**src/rtl/fetch_unit.sv**
```systemverilog
// ============================================================================
// fetch_unit : PC, instruction-memory request/ack, 2-deep fetch queue, redirect
// Optional FETCH_ALIGN_CHECK_EN: halt on misaligned branch target.
// Rev 1.0
// ============================================================================
`default_nettype none

module fetch_unit #(
    parameter logic [31:0] RESET_PC = 32'h0000_0000
) (
    input  logic        i_clk,
    input  logic        i_arst_n,
    output logic        o_imemReq,
    output logic [31:0] o_imemAddr,
    input  logic        i_imemAck,
    input  logic [31:0] i_imemRdata,
    output logic        o_instrValid,
    output logic [31:0] o_instr,
    output logic [31:0] o_pc,
    input  logic        i_instrReady,
    input  logic        i_branchTaken,
    input  logic [31:0] i_branchTarget,
    output logic        o_misalignedFetch
);

    typedef enum logic [2:0] {
        S_IDLE  = 3'd0,
        S_FETCH = 3'd1,
        S_WAIT  = 3'd2,
        S_DRAIN = 3'd3,
        S_HALT  = 3'd4
    } state_t;

    state_t      state, state_nxt;
    logic [31:0] req_addr, req_addr_nxt;
    logic [31:0] next_pc, next_pc_nxt;
    logic [31:0] q_instr0, q_instr1, q_instr0_nxt, q_instr1_nxt;
    logic [31:0] q_pc0, q_pc1, q_pc0_nxt, q_pc1_nxt;
    logic [1:0]  count, count_nxt, count_after_pop;
    logic        misaligned, misaligned_nxt;

    logic        pop;
    logic        redirect;
    logic        fetch_ack;
    logic        push;
    logic        bad_target;
    logic [31:0] target;

    assign pop       = (count != 2'd0) && i_instrReady;
    assign redirect  = pop && i_branchTaken;
    assign fetch_ack = (state == S_FETCH) && i_imemAck;
    assign push      = fetch_ack;
    assign target    = {i_branchTarget[31:2], 2'b00};

`ifdef FETCH_ALIGN_CHECK_EN
    assign bad_target = redirect && (i_branchTarget[1:0] != 2'b00);
`else
    logic unused_target_lsbs;
    assign unused_target_lsbs = ^i_branchTarget[1:0];
    assign bad_target         = 1'b0;
`endif

    assign o_imemReq         = (state == S_FETCH) || (state == S_DRAIN);
    assign o_imemAddr        = req_addr;
    assign o_instrValid      = (count != 2'd0);
    assign o_instr           = q_instr0;
    assign o_pc              = q_pc0;
    assign o_misalignedFetch = misaligned;

    // Queue: pop shifts first, then push lands in the first free slot.
    always_comb begin
        q_instr0_nxt    = q_instr0;
        q_instr1_nxt    = q_instr1;
        q_pc0_nxt       = q_pc0;
        q_pc1_nxt       = q_pc1;
        count_after_pop = count - {1'b0, pop};
        if (pop) begin
            q_instr0_nxt = q_instr1;
            q_pc0_nxt    = q_pc1;
        end
        if (push) begin
            if (count_after_pop == 2'd0) begin
                q_instr0_nxt = i_imemRdata;
                q_pc0_nxt    = req_addr;
            end else begin
                q_instr1_nxt = i_imemRdata;
                q_pc1_nxt    = req_addr;
            end
        end
        count_nxt = count_after_pop + {1'b0, push};
        if (redirect) begin
            count_nxt = 2'd0;
        end
    end

    always_comb begin
        state_nxt      = state;
        req_addr_nxt   = req_addr;
        next_pc_nxt    = next_pc;
        misaligned_nxt = misaligned;
        case (state)
            S_IDLE: begin
                state_nxt = S_FETCH;
            end
            S_FETCH: begin
                if (redirect) begin
                    if (bad_target) begin
                        misaligned_nxt = 1'b1;
                        state_nxt      = i_imemAck ? S_HALT : S_DRAIN;
                    end else if (i_imemAck) begin
                        next_pc_nxt  = target;
                        req_addr_nxt = target;
                    end else begin
                        next_pc_nxt = target;
                        state_nxt   = S_DRAIN;
                    end
                end else if (fetch_ack) begin
                    req_addr_nxt = req_addr + 32'd4;
                    next_pc_nxt  = req_addr + 32'd4;
                    if (count_nxt == 2'd2) begin
                        state_nxt = S_WAIT;
                    end
                end
            end
            S_WAIT: begin
                if (pop) begin
                    state_nxt = S_FETCH;
                    if (bad_target) begin
                        misaligned_nxt = 1'b1;
                        state_nxt      = S_HALT;
                    end else if (redirect) begin
                        next_pc_nxt  = target;
                        req_addr_nxt = target;
                    end
                end
            end
            S_DRAIN: begin
                // Stale response is dropped; only then may the target be requested.
                if (i_imemAck) begin
                    if (misaligned) begin
                        state_nxt = S_HALT;
                    end else begin
                        req_addr_nxt = next_pc;
                        state_nxt    = S_FETCH;
                    end
                end
            end
            S_HALT: begin
                state_nxt = S_HALT;
            end
            default: begin
                state_nxt = S_IDLE;
            end
        endcase
    end

    always_ff @(posedge i_clk or negedge i_arst_n) begin
        if (!i_arst_n) begin
            state      <= S_IDLE;
            req_addr   <= RESET_PC;
            next_pc    <= RESET_PC;
            q_instr0   <= 32'd0;
            q_instr1   <= 32'd0;
            q_pc0      <= 32'd0;
            q_pc1      <= 32'd0;
            count      <= 2'd0;
            misaligned <= 1'b0;
        end else begin
            state      <= state_nxt;
            req_addr   <= req_addr_nxt;
            next_pc    <= next_pc_nxt;
            q_instr0   <= q_instr0_nxt;
            q_instr1   <= q_instr1_nxt;
            q_pc0      <= q_pc0_nxt;
            q_pc1      <= q_pc1_nxt;
            count      <= count_nxt;
            misaligned <= misaligned_nxt;
        end
    end

endmodule

`default_nettype wire
```
**config.mk**
```make
export PLATFORM = sky130hd
export DESIGN_NAME = fetch_unit
export DESIGN_NICKNAME = d
export VERILOG_FILES = /design/src/rtl/fetch_unit.sv
export SDC_FILE = /design/constraint.sdc
export NUM_CORES = 1
export LEC_CHECK = 0
export CAP_MARGIN = 20
export CORE_MARGIN = 1.5
export CORE_UTILIZATION = 24
export DETAILED_ROUTE_END_ITERATION = 8
export MAX_ROUTING_LAYER = met4
export PLACE_DENSITY = 0.51
export SYNTH_ARGS = -nofsm -noshare
export SYNTH_HDL_FRONTEND = slang
export SYNTH_SLANG_ARGS = --single-unit
```
**constraint.sdc**
```tcl
create_clock -name i_clk -period 2.7 [get_ports i_clk]
set_clock_uncertainty 0.1 [all_clocks]
set_input_delay 0.27 -clock i_clk [delete_from_list [all_inputs] [get_ports i_clk]]
set_output_delay 0.27 -clock i_clk [all_outputs]
set_load 0.02 [all_outputs]
```
Yosys cells after proc, flatten, opt, wreduce, memory -nomap -nowiden:

Index checks and enable logic that the tools add are counted.

* input port bits: 69
* output and inout port bits: 99
* register bits after elaboration: 197
* logic and storage cells: 60

* reduce and logical (&&, ||, !) cells: 13
* equality and inequality tests: 12
* add/subtract/negate cells: 3
* bitwise logic cells: 1
* mux-type cells: 23

Operator list (count)
* 32-bit two-way mux: 13
* 32-bit case mux with 3 select lines: 1
* 32-bit case mux with 2 select lines: 1
* 32-bit by 3-bit adder with 32-bit output (second input constant): 1
* 3-bit two-way mux: 6
* 3-bit case mux with 5 select lines: 1
* 3-bit != test (second input constant): 3
* 3-bit by 2-bit equality test with 1-bit output (second input constant): 2
* 2-bit != test (second input constant): 3
* 6-bit AND reduction: 1
* 5-bit AND reduction: 1
* 4-bit AND reduction: 1
* 2-bit nonzero test: 2
* 3-bit by 1-bit equality test with 1-bit output (second input constant): 1
* 3-bit equality test (second input constant): 1
* 1-bit logical AND: 3
* 3-bit zero test: 1
* 3-bit by 2-bit != test with 1-bit output (second input constant): 1
* 3-bit nonzero test: 1
* 2-bit by 1-bit adder with 2-bit output: 1
* 2-bit equality test (second input constant): 1
* 2-bit zero test: 1
* 2-bit two-way mux: 1
* 2-bit AND reduction: 1
* 3 further kinds: 3

Depth between registers and ports, before layout:

Gate-level depths: netlist of the first run.

* word-level depth: 10
* mapped depth: 12
* depth with buffers taken out: 10

Least setup slack after synthesis of the first run:

OpenSTA, ideal clock, no wires.

* path kind: register to register
* start: register count[1]
* end: register q_instr1[0]
* path buffers: 4
* setup slack: -0.174 ns
* setup time: 0.125 ns
* required time: 2.475 ns
* clock period less this slack: 2.874 ns
* stages on the path, launching flop included: 12
* arrival: 2.649 ns
* path through: dfrtp_1 > or2_2 > nand2_1 > buf_2 > buf_2 > inv_1 > ha_1 > xnor2_1 > a21boi_0 > buf_2 > buf_4 > mux2_2

* word-level cells in the longest chain between the ends: 6

Ends and longest elaborated chain
* start: declaration: RTL line 39 `logic [1:0] count, count_nxt, count_after_pop;`
* start signal: assignment: RTL line 176 `count <= count_nxt;`
* 2-bit nonzero test
* via o_instrValid: RTL line 17 `output logic o_instrValid,`
* 1-bit logical AND: RTL line 49 `assign pop = (count != 2'd0) && i_instrReady;`
* 2-bit by 1-bit subtractor with 2-bit output: RTL line 76 `count_after_pop = count - {1'b0, pop};`
* 2-bit zero test: RTL line 82 `if (count_after_pop == 2'd0) begin`
* 1-bit NOT (no line)
* 2-bit AND reduction (no line)
* end signal: assignment: RTL line 173 `q_instr1 <= q_instr1_nxt;`
* end: declaration: RTL line 37 `logic [31:0] q_instr0, q_instr1, q_instr0_nxt, q_instr1_nxt;`

The timed path passes the listed nets, and every way through them passes these cells.
A chain may end at the register's enable or synchronous reset.

Final worst setup path of the first run:

* start: register count[1]
* end: register q_instr0[22], in the netlist o_instr[22]

* word-level cells in the longest chain between the ends: 6
* elaborated cells on any way between the ends: 7
* those cells by class: add/sub (1); mux (3); reduce/logical (3)

Ends and longest elaborated chain
* 2-bit nonzero test: RTL line 49
* 1-bit logical AND: RTL line 49
* 2-bit by 1-bit subtractor with 2-bit output: RTL line 76
* 2-bit zero test: RTL line 82
* 32-bit two-way mux: RTL line 82
* 32-bit two-way mux (*): RTL line 81 `if (push) begin`
* via q_instr0_nxt[22]: RTL line 37
* end signal: assignment: RTL line 172 `q_instr0 <= q_instr0_nxt;`
* end: declaration: RTL line 37

The timed path passes the listed nets; every way through them passes the cells marked *.

==> results of run 1 <==
-- worst max-delay path by stage --
| stage | from | end | slack (ns) | depth (start not counted) |
|---|---|---|---|---|
| 6_report | count[1] | o_instr[22] | 0.25 | 10 |
| 5_1_grt | count[1] | o_pc[6] | 0.09 | 10 |
| 4_1_cts | state[0] | o_imemReq | 0.07 | 3 |
| 3_5_place_dp | i_instrReady | o_instr[22] | 0.27 | 10 |
| 3_3_place_gp | i_instrReady | q_instr1[21] | 0.29 | 8 |
| 2_1_floorplan | count[1] | q_instr1[0] | 0.03 | 11 |
-- per-stage QoR --
stage | setup WS [ns] | total power [mW] | instance area (um2) | instances | utilization, %
after detailed placement | 0.266 | 13.9 | 12300 | 1604 | 30.8
after CTS | 0.0711 | 16.5 | 12900 | 1637 | 32.2
after global routing | 0.0910 | 17.5 | 12900 | 1638 | 32.3
after floorplan | 0.0276 | 10.4 | 9780 | 935 | -
final | 0.248 | 16.3 | 12900 | 1638 | 32.3
after global placement | 0.292 | 13.7 | 12300 | 1604 | 30.8
-- cells in the mapped netlist (2+ instances only) --
cell / instances / area (um2)
dfrtp_1: 197 / 4930
buf_6: 2 / 22.5
nor4b_1: 4 / 35.0
nand3_1: 22 / 110
nor3_1: 10 / 50.1
clkbuf_2: 2 / 10.0
a211o_1: 11 / 96.3
nor2b_1: 2 / 12.5
a2bb2oi_1: 8 / 70.1
o22ai_1: 12 / 75.1
o221ai_1: 7 / 61.3
mux2i_1: 74 / 741
a21o_1: 2 / 15.0
clkbuf_1: 32 / 120
and2_0: 6 / 37.5
inv_1: 7 / 26.3
o31ai_1: 3 / 22.5
o211ai_1: 4 / 30.0
nor4_2: 2 / 25.0
nor2_1: 91 / 342
nand2_1: 54 / 203
buf_2: 31 / 155
xnor2_1: 21 / 184
and4_1: 4 / 35.0
a31oi_1: 6 / 37.5
o2bb2ai_1: 3 / 26.3
xor2_1: 7 / 61.3
and2_1: 9 / 56.3
a32o_1: 2 / 20.0
mux2_2: 66 / 743
ha_1: 3 / 37.5
or2_1: 2 / 12.5
o22a_1: 10 / 87.6
a222oi_1: 2 / 20.0
buf_4: 10 / 75.1
a21oi_1: 103 / 515
o21ai_0: 39 / 195
nor4_1: 2 / 12.5
and3_1: 15 / 93.8
a22o_1: 2 / 17.5
o21a_1: 5 / 37.5
nand4_1: 13 / 81.3
buf_1: 6 / 22.5
-- power by group --
part           internal (mW)  leakage, nW  switching [mW]
Clock                   1.22        0.269            1.32
Sequential              4.41         2.32           0.934
Combinational           3.99         2.97            4.41
-- flip-flops by register name, indices dropped and copies added (netlist names) --
name	flops
next_pc	32
o_imemAddr	32
o_instr	32
o_pc	32
q_instr1	32
q_pc1	32
state	3
count	2
-- what timing repair did --
action,in CTS,in global routing
endpoints found under the setup margin,0,1
endpoints found under the hold margin,65,0
buffers inserted,0,0
resized for setup,0,1
hold buffers,1,0
-- cells by family (layout without fill, tap and decap cells) --
family | after synthesis | in the layout | share of synthesized area [%]
flip-flops | 197 | 197 | 50.5
other | 1 | 2 | 0.0384
AND/OR/NAND/NOR | 248 | 248 | 12.5
multiplexers | 140 | 140 | 15.2
buffers and inverters | 90 | 267 | 4.42
XOR/XNOR | 28 | 28 | 2.51
adder cells (fa/ha/maj) | 3 | 3 | 0.384
AO/OA/AOI/OAI | 228 | 228 | 14.5
-- cells in the final DEF (no fill, tap or decap), types with 13 or more instances in the layout --
master           synthesis  layout
nand3_1                 22      21
xnor2_1                 21      21
clkbuf_16                0      17
mux2i_1                 74      74
mux2_2                  66      66
nor2_1                  91      91
nand4_1                 13      13
clkdlybuf4s50_1          0     163
a21oi_1                103     103
o21ai_0                 39      39
buf_4                   10      53
nand2_1                 54      53
and3_1                  15      15
dfrtp_1                197     196
-- critical path: stages (launching register included) --
cell     delay (ns)
dfrtp_1        0.42
or2_2          0.34
nand2_4        0.09
inv_1          0.05
ha_1           0.18
xnor2_1        0.31
buf_4          0.20
nand3_4        0.10
buf_12         0.23
nor2_1         0.16
a21oi_1        0.05
-- cell type report --
type,instances,area (um2)
fill,4019,27000
sequential,197,4930
multi-input combinational,648,4440
timing repair buffer,228,2250
tap,525,657
clock buffer,17,425
clock inverter,15,138
inverter,7,26.3
antenna,1,2.50
-- routing by layer --
metal | GRT usage, % | share of wire [%] | vias up | routed length, um
met3 | 3.77 | 4.8 | 23 | 1430
met1 | 19.6 | 47 | 3904 | 14000
met2 | 23.1 | 47 | 168 | 14000
li1 | - | - | 3675 | -
met4 | 3.41 | 1.1 | 0 | 337
met5 | - | 0 | - | 0
==> flow_summary.ini, run 1 <==
[floorplan]
rows = 73
die-area_um2 = 41900
core_area_um2 = 39900
initial_core_util_pct = 24.5
fp.dieW_um = 205
fp.dieH_um = 205
io_pins = 168

[logic_synthesis]
ys_async_sr_fraction_pct = 100
avgSynthCellArea_um2 = 10.4
ys_ff_latch = 197
netlist_instances = 935
yosysWarnings = 0
synth_edf_count = 0
synth_flop_cell = dfrtp_1
syn_area_um2 = 9770
synth_cell_types = 65
syn_nets = 1007
yosysSeqAreaShare_pct = 50.5

[global_routing]
grt_pass1_vias = 7641
grt_util_all_layers_pct = 14.9
grt_pass1_wl_mm = 46.5
grt_remaining_overflow = 0
antenna_found_initial = 1
grt_max_degree = 91

[cts]
cts_max_level = 4
clk_latency_ns = 0.45
cts_sinks = 197
cts_buffers = 17
cts-root-buf = clkbuf_16
cts_tree = done
clockBufferDepth = 2
clk_pin_slew_ns = 0.08

[sta]
hold_ws_ns = 0.311
hold_violations = 0
grt_setup_unrepaired = no
period_share_pct = 90.8
worst_slew_pin_slew_ns = 0.642
drv_slew = 0
slew-limit-headroom_pct = 57.1
fin_crit_ns = 2.45
finalSetupTns_ns = 0
clock.fmax_ghz = 0.408
setup_violations = 0

[placement]
gp_congestion = 0.815
port_buffers = 164
dp_hpwl_mm = 20.0

[drt]
vias = 7770
drt_iter0_drc = 372
drt_first_pass_iters = 5
wl_per_cell_um = 18.2
remaining_drc_errors = 0
routed_wl_mm = 29.7
viasPerCell = 4.74
antenna_left = 0

[setup_path]
rr_worst_depth = 10
crit_type = reg2reg
crit_fanout = 90
crit_required_ns = 2.92
timing.rr.start = count[1]
worstSetupStartpointType = flip-flop
r2r_end = o_instr[22]
critPathCaptureType = flip-flop
r2r_slack_ns = 0.25
arrival_ns = 2.67

[pwr]
p_per_area_nw_per_um2 = 1260
p_leak_nw = 5.56
ir_drop_mv = 0.609

[cells_and_area]
fin_nets = 1171
drive_above_1_share_pct = 16.2
area_growth_pct = 31.8

[run]
cap_violations = 0

[run_status]
status = complete, no violations

[min_path]
hold_class = in2async
Power figures use the tool's default switching activity.
==> run 2: changes to the inputs <==
Settings changed: CTS_CLUSTER_DIAMETER from default to 40.
==> results of run 2 <==
No change in the layout: final DEF, timing and power equal those of run 1.
